===== config.mk =====
export PLATFORM = sky130hd
export DESIGN_NAME = prince_sbox_layer_ctrl_flat
export DESIGN_NICKNAME = d
export VERILOG_FILES = /design/src/rtl/prince_sbox_layer_ctrl_if.sv /design/src/rtl/prince_sbox_layer_ctrl.sv /design/src/flat_wrapper.sv
export SDC_FILE = /design/constraint.sdc
export NUM_CORES = 1
export LEC_CHECK = 0
export CORE_MARGIN = 3
export CORE_UTILIZATION = 50
export CTS_BUF_LIST = sky130_fd_sc_hd__clkbuf_16
export DETAILED_ROUTE_END_ITERATION = 12
export GPL_ROUTABILITY_DRIVEN = 0
export HOLD_SLACK_MARGIN = 0.05
export PLACE_DENSITY = 0.8
export SLEW_MARGIN = 25
export SYNTH_ARGS = -nofsm -noshare
export SYNTH_HDL_FRONTEND = slang
export SYNTH_SLANG_ARGS = --single-unit

===== constraint.sdc =====
create_clock -name clk -period 3.1 [get_ports clk]
set_input_delay 0.465 -clock clk [delete_from_list [all_inputs] [get_ports clk]]
set_output_delay 0.465 -clock clk [all_outputs]
set_load 0.02 [all_outputs]

===== src/rtl/prince_sbox_layer_ctrl_if.sv =====
// Layer, randomness and gadget handshake bundle for the
// PRINCE masked S-box layer controller.
interface prince_sbox_layer_ctrl_if #(
  parameter int NIB = 16
) ();
  logic             in_valid;
  logic             in_ready;
  logic [4*NIB-1:0] in_sh0;
  logic [4*NIB-1:0] in_sh1;
  logic             rnd_valid;
  logic [9:0]       rnd_data;
  logic             rnd_ready;
  logic [3:0]       sbox_in0;
  logic [3:0]       sbox_in1;
  logic [9:0]       sbox_ran;
  logic [3:0]       sbox_out0;
  logic [3:0]       sbox_out1;
  logic             out_valid;
  logic             out_ready;
  logic [4*NIB-1:0] out_sh0;
  logic [4*NIB-1:0] out_sh1;

  modport master (
    output in_valid, in_sh0, in_sh1,
    output rnd_valid, rnd_data,
    output sbox_out0, sbox_out1,
    output out_ready,
    input  in_ready, rnd_ready,
    input  sbox_in0, sbox_in1, sbox_ran,
    input  out_valid, out_sh0, out_sh1
  );

  modport slave (
    input  in_valid, in_sh0, in_sh1,
    input  rnd_valid, rnd_data,
    input  sbox_out0, sbox_out1,
    input  out_ready,
    output in_ready, rnd_ready,
    output sbox_in0, sbox_in1, sbox_ran,
    output out_valid, out_sh0, out_sh1
  );
endinterface


===== src/rtl/prince_sbox_layer_ctrl.sv =====
// Sequences one masked PRINCE S-box layer nibble by nibble
// through an external one-cycle-latency gadget.
module prince_sbox_layer_ctrl #(
  parameter int NIB = 16
) (
  input  logic clk,
  input  logic rst,
  prince_sbox_layer_ctrl_if.slave bus
);
  localparam int W = 4 * NIB;
  localparam logic [4:0] NIB_C = 5'(NIB);

  typedef enum logic [1:0] {
    IDLE,
    RUN,
    DONE
  } state_e;

  state_e state_q, state_d;

  logic [W-1:0] sh0_q, sh0_d;
  logic [W-1:0] sh1_q, sh1_d;
  logic [W-1:0] res0_q, res0_d;
  logic [W-1:0] res1_q, res1_d;
  logic [4:0]   issue_cnt_q, issue_cnt_d;
  logic [4:0]   col_cnt_q, col_cnt_d;
  logic         dly_q, dly_d;
  logic [3:0]   idx_q, idx_d;
  logic [5:0]   ibase;
  logic [5:0]   rbase;
  logic         rnd_rdy;
  logic         issue;

  assign ibase = {issue_cnt_q[3:0], 2'b00};
  assign rbase = {idx_q, 2'b00};

  always_comb begin
    state_d       = state_q;
    sh0_d         = sh0_q;
    sh1_d         = sh1_q;
    res0_d        = res0_q;
    res1_d        = res1_q;
    issue_cnt_d   = issue_cnt_q;
    col_cnt_d     = col_cnt_q;
    dly_d         = 1'b0;
    idx_d         = idx_q;
    rnd_rdy       = 1'b0;
    issue         = 1'b0;
    bus.in_ready  = 1'b0;
    bus.sbox_in0  = '0;
    bus.sbox_in1  = '0;
    bus.sbox_ran  = '0;
    bus.out_valid = 1'b0;
    bus.out_sh0   = '0;
    bus.out_sh1   = '0;
    unique case (state_q)
      IDLE: begin
        bus.in_ready = 1'b1;
        if (bus.in_valid) begin
          sh0_d       = bus.in_sh0;
          sh1_d       = bus.in_sh1;
          issue_cnt_d = '0;
          col_cnt_d   = '0;
          state_d     = RUN;
        end
      end
      RUN: begin
        rnd_rdy = issue_cnt_q < NIB_C;
        issue   = rnd_rdy & bus.rnd_valid;
        if (issue) begin
          bus.sbox_in0 = sh0_q[ibase +: 4];
          bus.sbox_in1 = sh1_q[ibase +: 4];
          bus.sbox_ran = bus.rnd_data;
          dly_d        = 1'b1;
          idx_d        = issue_cnt_q[3:0];
          issue_cnt_d  = issue_cnt_q + 5'd1;
        end
        // gadget answer for the issue made one cycle earlier
        if (dly_q) begin
          res0_d[rbase +: 4] = bus.sbox_out0;
          res1_d[rbase +: 4] = bus.sbox_out1;
          col_cnt_d          = col_cnt_q + 5'd1;
        end
        if (col_cnt_q == NIB_C) begin
          state_d = DONE;
        end
      end
      DONE: begin
        bus.out_valid = 1'b1;
        bus.out_sh0   = res0_q;
        bus.out_sh1   = res1_q;
        if (bus.out_ready) begin
          state_d = IDLE;
        end
      end
      default: state_d = IDLE;
    endcase
  end

  assign bus.rnd_ready = rnd_rdy;

  always_ff @(posedge clk) begin
    if (rst) begin
      state_q     <= IDLE;
      sh0_q       <= '0;
      sh1_q       <= '0;
      res0_q      <= '0;
      res1_q      <= '0;
      issue_cnt_q <= '0;
      col_cnt_q   <= '0;
      dly_q       <= 1'b0;
      idx_q       <= '0;
    end else begin
      state_q     <= state_d;
      sh0_q       <= sh0_d;
      sh1_q       <= sh1_d;
      res0_q      <= res0_d;
      res1_q      <= res1_d;
      issue_cnt_q <= issue_cnt_d;
      col_cnt_q   <= col_cnt_d;
      dly_q       <= dly_d;
      idx_q       <= idx_d;
    end
  end
endmodule


===== src/flat_wrapper.sv =====
// flat-port wrapper written by rule: the top's interface ports become plain ports
module prince_sbox_layer_ctrl_flat 
#(
  parameter int NIB = 16
)
  (clk, rst, bus_in_valid, bus_in_sh0, bus_in_sh1, bus_rnd_valid, bus_rnd_data, bus_sbox_out0, bus_sbox_out1, bus_out_ready, bus_in_ready, bus_rnd_ready, bus_sbox_in0, bus_sbox_in1, bus_sbox_ran, bus_out_valid, bus_out_sh0, bus_out_sh1);
  prince_sbox_layer_ctrl_if #(.NIB(NIB)) bus_i ();
  input  logic clk;
  input  logic rst;
  input wire logic [$bits(bus_i.in_valid)-1:0] bus_in_valid;
  input wire logic [$bits(bus_i.in_sh0)-1:0] bus_in_sh0;
  input wire logic [$bits(bus_i.in_sh1)-1:0] bus_in_sh1;
  input wire logic [$bits(bus_i.rnd_valid)-1:0] bus_rnd_valid;
  input wire logic [$bits(bus_i.rnd_data)-1:0] bus_rnd_data;
  input wire logic [$bits(bus_i.sbox_out0)-1:0] bus_sbox_out0;
  input wire logic [$bits(bus_i.sbox_out1)-1:0] bus_sbox_out1;
  input wire logic [$bits(bus_i.out_ready)-1:0] bus_out_ready;
  output wire logic [$bits(bus_i.in_ready)-1:0] bus_in_ready;
  output wire logic [$bits(bus_i.rnd_ready)-1:0] bus_rnd_ready;
  output wire logic [$bits(bus_i.sbox_in0)-1:0] bus_sbox_in0;
  output wire logic [$bits(bus_i.sbox_in1)-1:0] bus_sbox_in1;
  output wire logic [$bits(bus_i.sbox_ran)-1:0] bus_sbox_ran;
  output wire logic [$bits(bus_i.out_valid)-1:0] bus_out_valid;
  output wire logic [$bits(bus_i.out_sh0)-1:0] bus_out_sh0;
  output wire logic [$bits(bus_i.out_sh1)-1:0] bus_out_sh1;
  assign bus_i.in_valid = bus_in_valid;
  assign bus_i.in_sh0 = bus_in_sh0;
  assign bus_i.in_sh1 = bus_in_sh1;
  assign bus_i.rnd_valid = bus_rnd_valid;
  assign bus_i.rnd_data = bus_rnd_data;
  assign bus_i.sbox_out0 = bus_sbox_out0;
  assign bus_i.sbox_out1 = bus_sbox_out1;
  assign bus_i.out_ready = bus_out_ready;
  assign bus_in_ready = bus_i.in_ready;
  assign bus_rnd_ready = bus_i.rnd_ready;
  assign bus_sbox_in0 = bus_i.sbox_in0;
  assign bus_sbox_in1 = bus_i.sbox_in1;
  assign bus_sbox_ran = bus_i.sbox_ran;
  assign bus_out_valid = bus_i.out_valid;
  assign bus_out_sh0 = bus_i.out_sh0;
  assign bus_out_sh1 = bus_i.out_sh1;
  prince_sbox_layer_ctrl #(.NIB(NIB)) u_core (.clk(clk), .rst(rst), .bus(bus_i));
endmodule

Word-level counts from Yosys, hierarchy flattened --
Cells that the tools add are included.
Word-level totals: flip-flop bits (word level) 273, bits in latches 0, memory bits (writable) 0, ROM bits 0, input port bits 151, output and inout port bits 149, logic and storage cells 60, memories kept 0
Cells by class: add/subtract/negate cells 3, multipliers 0, divide/modulo/power cells 0, magnitude comparators 1, eq/ne operators 8, shift operators 5, mux-type cells 23, bitwise logic cells 2, reductions and logical operators 9
Operators by type and width (count):
- bitwise mux 64 bit | 2
- two-way mux 64 bit | 2
- variable part select 4 x 8 -> 64 bit | 2
- variable part select 64 x 7 -> 4 bit | 2
- variable shift 4 x 8 -> 64 bit, first input constant | 1
- two-way mux 10 bit | 2
- one-hot mux 5 bit (2 select lines) | 2
- two-way mux 4 bit | 4
- two-way mux 5 bit | 3
- adder 5 x 1 -> 5 bit, second input constant | 2
- AND reduction 3 bit | 3
- negation 6 -> 8 bit | 1
- two-way mux 2 bit | 3
- != test 2 x 1 -> 1 bit, second input constant | 3
- one-hot mux 2 bit (3 select lines) | 1
- AND reduction 2 bit | 3
- == test 5 bit, second input constant | 1
- < comparator 5 bit, second input constant | 1
- two-way mux 1 bit | 4
- != test 2 bit, second input constant | 2
- == test 2 x 1 -> 1 bit, second input constant | 1
- == test 2 bit, second input constant | 1
- logical NOT 2 bit | 1
- nonzero test 2 bit | 1
- other kinds (3) | 3

Longest topological paths before layout --
depth after elaboration 4, depth in mapped cells 9, mapped depth without buffers 6

Least setup slack after synthesis --
Ideal clock, no wire load.
kind register to register, from register u_core.idx_q[0], to register u_core.res1_q[32], setup time 0.125 ns, arrival time 2.237 ns, path slack 0.737 ns, cell stages (with the launch flop) 10, buffers on the path 3, clock period less this slack 2.363 ns, cell sequence dfxtp_1 > buf_2 > inv_1 > ha_1 > buf_2 > nand2b_1 > a21o_1 > or4_1 > buf_2 > mux2i_1
On the way: word-level cells in the longest chain between the ends 3
Ends and longest elaborated chain:
- from (decl) | line prince_sbox_layer_ctrl.sv:28 | logic [3:0] idx_q, idx_d;
- from (signal assigned) | line prince_sbox_layer_ctrl.sv:122 | idx_q <= idx_d;
- negation 6 -> 8 bit * | line prince_sbox_layer_ctrl.sv:81 | res1_d[rbase +: 4] = bus.sbox_out1;
- variable part select 4 x 8 -> 64 bit or variable shift 4 x 8 -> 64 bit (tied branches) | line prince_sbox_layer_ctrl.sv:81
- bitwise mux 64 bit * | line prince_sbox_layer_ctrl.sv:81
- to (signal assigned) | line prince_sbox_layer_ctrl.sv:118 | res1_q <= res1_d;
- to (decl) | line prince_sbox_layer_ctrl.sv:24 | logic [W-1:0] res1_q, res1_d;
Mark *: on every way between the ends. The rest lies on a longest branch, timed or not. A chain may end at the register's enable or synchronous reset.

Final worst setup path --
from register u_core.issue_cnt_q[0], to output port bus_sbox_in0[2]
On the way: word-level cells in the longest chain between the ends 4
Ends and longest elaborated chain:
- from (decl) | line prince_sbox_layer_ctrl.sv:25 | logic [4:0] issue_cnt_q, issue_cnt_d;
- from (signal assigned) | line prince_sbox_layer_ctrl.sv:119 | issue_cnt_q <= issue_cnt_d;
- parallel branches: the longest is 2 deep, another holds variable part select 64 x 7 -> 4 bit
- two-way mux 4 bit * | line prince_sbox_layer_ctrl.sv:70 | if (issue) begin
- two-way mux 4 bit * | line prince_sbox_layer_ctrl.sv:56 | unique case (state_q)
- to (decl) | line flat_wrapper.sv:20 | output wire logic [$bits(bus_i.sbox_in0)-1:0] bus_sbox_in0;
Mark *: on every way between the ends.

==> summary.md <==
| Metric | Value |
|---|---|
| CTS tree | `done` |
| Cell variety after synth | `49` |
| # nets final | `1790` |
| Fin crit period | `3.03 ns` |
| Clock sinks | `273` |
| Syn_nets | `1547` |
| Number of cells on the worst reg-to-reg path | `6` |
| Min-Delay Path Class | `input port to flip-flop` |
| First-pass GRT wire length | `54.7 mm` |
| CP Data Required Time | `2.63 ns` |
| Share of post-route cells with drive strength above 1 | `8.62%` |
| Wirelength per Cell | `17.6 um` |
| Pwr/cell area | `478 mW/mm2` |
| Final WS setup | `0.0710 ns` |
| Worst relative slew slack | `44.3%` |
| Status | `finished clean` |
| Final period utilization | `97.7%` |
| Die X | `162 um` |
| Clock Skew | `0.00702 ns` |
| Largest net degree at the start of global routing | `129` |
| Max_cap viols | `0` |
| Max-slew violation count | `0` |
| Placed insts | `1922` |
| Die H | `162 um` |
| Hold Fails Final Rpt | `0` |
| Synthesized cell area | `0.0121 mm2` |
| Synth Instances | `1392` |
| Commonest cells post-synth | `291 x nand2_1, 273 x dfxtp_1, 187 x a21oi_1` |
| Peak Freq | `0.330 GHz` |
| Antenna violations before repair | `0` |
| Final core occ | `69.3%` |
| # rows | `56` |
| CTS root buffer | `clkbuf_16` |
| Fill cells | `1849` |
| Critical Path AT | `2.56 ns` |
| Worst reg2reg setup slack | `0.50 ns` |
| Count leader, synth | `nand2_1` |
| Input/output buffers | `299` |
| Grt total ovfl | `0` |
| Dpl ws | `0.162 ns` |
| Fraction of registers with async set/reset | `0%` |
| Post-CTS Setup Bufs | `0` |
| ANT cells | `0` |
| CP Max Fanout | `15` |
| Worst slew pin tran | `0.836 ns` |
| CP Capture Type | `output port` |
| Unrepaired setup endpoints after global routing | `false` |
| Post-synth EDFFs | `0` |
| P&R area growth vs syn | `35.3%` |
| Detailed Place HPWL | `24.1 mm` |
| Vias in the first global route | `10500` |
| DRC | `0` |
| Critical path class | `flip-flop to output port` |
| Full die area | `0.0262 mm2` |
| Clk pin slew, worst setup/hold paths | `0.06 ns` |
| Synth Flop Type | `dfxtp_1` |
| Power, Total | `0.00785 W` |
| Via/cell ratio | `5.44` |
| Yosys top cell area share | `45.1%` |
| GRT Resource Usage Total | `25.4%` |
| Clock tree buffer depth | `3` |
| H-tree levels | `1` |
| Initial DRC count | `876` |
| Max VDD drop | `0.000401 V` |
| YS warnings | `0` |
| Clk_lat worst skew | `0.55 ns` |
| First-pass DRT Iterations | `5` |
| Setup TNS | `0 ns` |
| Core area | `0.0237 mm2` |
| Syn avg cell area | `8.71 um2` |
| Routed wire length | `34.8 mm` |
| Post-synth top area cell | `dfxtp_1` |
| Setup crit start kind | `flip-flop` |
| Finish-stage setup viols | `0` |
| I/O pin cnt | `300` |
| Non-Filler Instances | `1977` |
| Sequential share of the synthesized area | `45.1%` |
| Cell count of the worst hold path | `2` |
| Top area cells in the synthesized netlist | `dfxtp_1 45%, nand2_1 9.0%, a21oi_1 7.7%` |
| Yosys reg bits | `273` |
| Num CTS Buffers | `29` |
| Antenna Violating Nets Remaining | `0` |
| Initial Util | `51.2%` |
| Leak pwr | `6.21 nW` |
| Via count | `10700` |
per-layer routing:
layer  up-vias  share of wire, %  GRT usage, %
met3        74               8.1          5.20
met2       433                48          42.8
li1       5197                 -             -
met1      5045                41          32.7
met5         -                 0             0
met4         0               3.4          8.96
layout make-up:
class / count / area [um2] / share of cell area [%]
timing repair buffer: 328 / 3300 / 20.1
clock buffer: 29 / 726 / 4.42
clock inverter: 25 / 246 / 1.50
tap: 319 / 399 / 2.43
inverter: 9 / 33.8 / 0.206
sequential: 273 / 5470 / 33.3
multi-input combinational: 994 / 6240 / 38.0
path summary, 6_finish.rpt:
kind / start / end
worst max register to register: u_core.idx_q[1]$_SDFFE_PP0P_ / u_core.res0_q[34]$_SDFFE_PP0P_
worst min register to register: u_core.res0_q[63]$_SDFFE_PP0P_ / u_core.res0_q[63]$_SDFFE_PP0P_
worst max-delay path: u_core.issue_cnt_q[0]$_SDFFE_PP0P_ / bus_sbox_in0[2]
worst min-delay path: rst / u_core.res1_q[0]$_SDFFE_PP0P_
report_power, final:
part / total, W / internal, W / leakage, nW / switching [W]
clock: 0.00350 / 0.00205 / 0.486 / 0.00145
combinational: 0.000686 / 0.000345 / 3.50 / 0.000341
sequential: 0.00366 / 0.00361 / 2.22 / 0.0000541
total: 0.00785 / 0.00600 / 6.21 / 0.00185
repair_timing:
item	4_1_cts	5_1_grt
hold buffers	0	0
cloned	1	0
setup endpoints to repair	8	2
pin swaps	0	1
resized for setup	13	4
cell families after synthesis:
family	synth area share (%)
buffers and inverters	4.09
and+or+nand+nor	25.2
AOI/OAI and AO/OA	12.4
adders and majority gates	0.413
DFF	45.1
muxes	12.2
xor gates and xnor gates	0.578
registers in the layout (all words and copies together), names as in the netlist:
signal	count
u_core.res0_q	64
u_core.res1_q	64
u_core.sh0_q	64
u_core.sh1_q	64
u_core.col_cnt_q	5
u_core.issue_cnt_q	5
u_core.idx_q	4
u_core.state_q	2
u_core.dly_q	1
stage by stage:
stage | hold WS, ns | cell area (um2)
after floorplan | 0.427 | 12100
after global placement | 0.435 | 15400
after detailed placement | 0.442 | 15400
after CTS | 0.439 | 16400
after global routing | 0.465 | 16400
final | 0.431 | 16400
placed cells by master (no fill, tap or decap), types with 7 or more instances in the layout:
cell	count
nand3_1	38
a22o_1	16
xor2_1	7
buf_4	23
nor2_1	26
o22ai_1	8
and2_1	138
o21ai_0	33
clkbuf_16	29
nand2b_1	63
nand2_1	289
mux2i_1	70
dfxtp_1	271
a21oi_1	187
inv_1	13
clkdlybuf4s50_1	290
nand4_1	21
mux4_2	32
worst max-delay path, cell delays in order (launching register included):
cell           delay [ns]
dfxtp_2              0.35
bufbuf_16            0.32
mux4_2               0.53
mux2i_2              0.31
o22ai_1              0.17
dlygate4sd2_1        0.35
No activity file was read; power rests on OpenSTA's default activity.
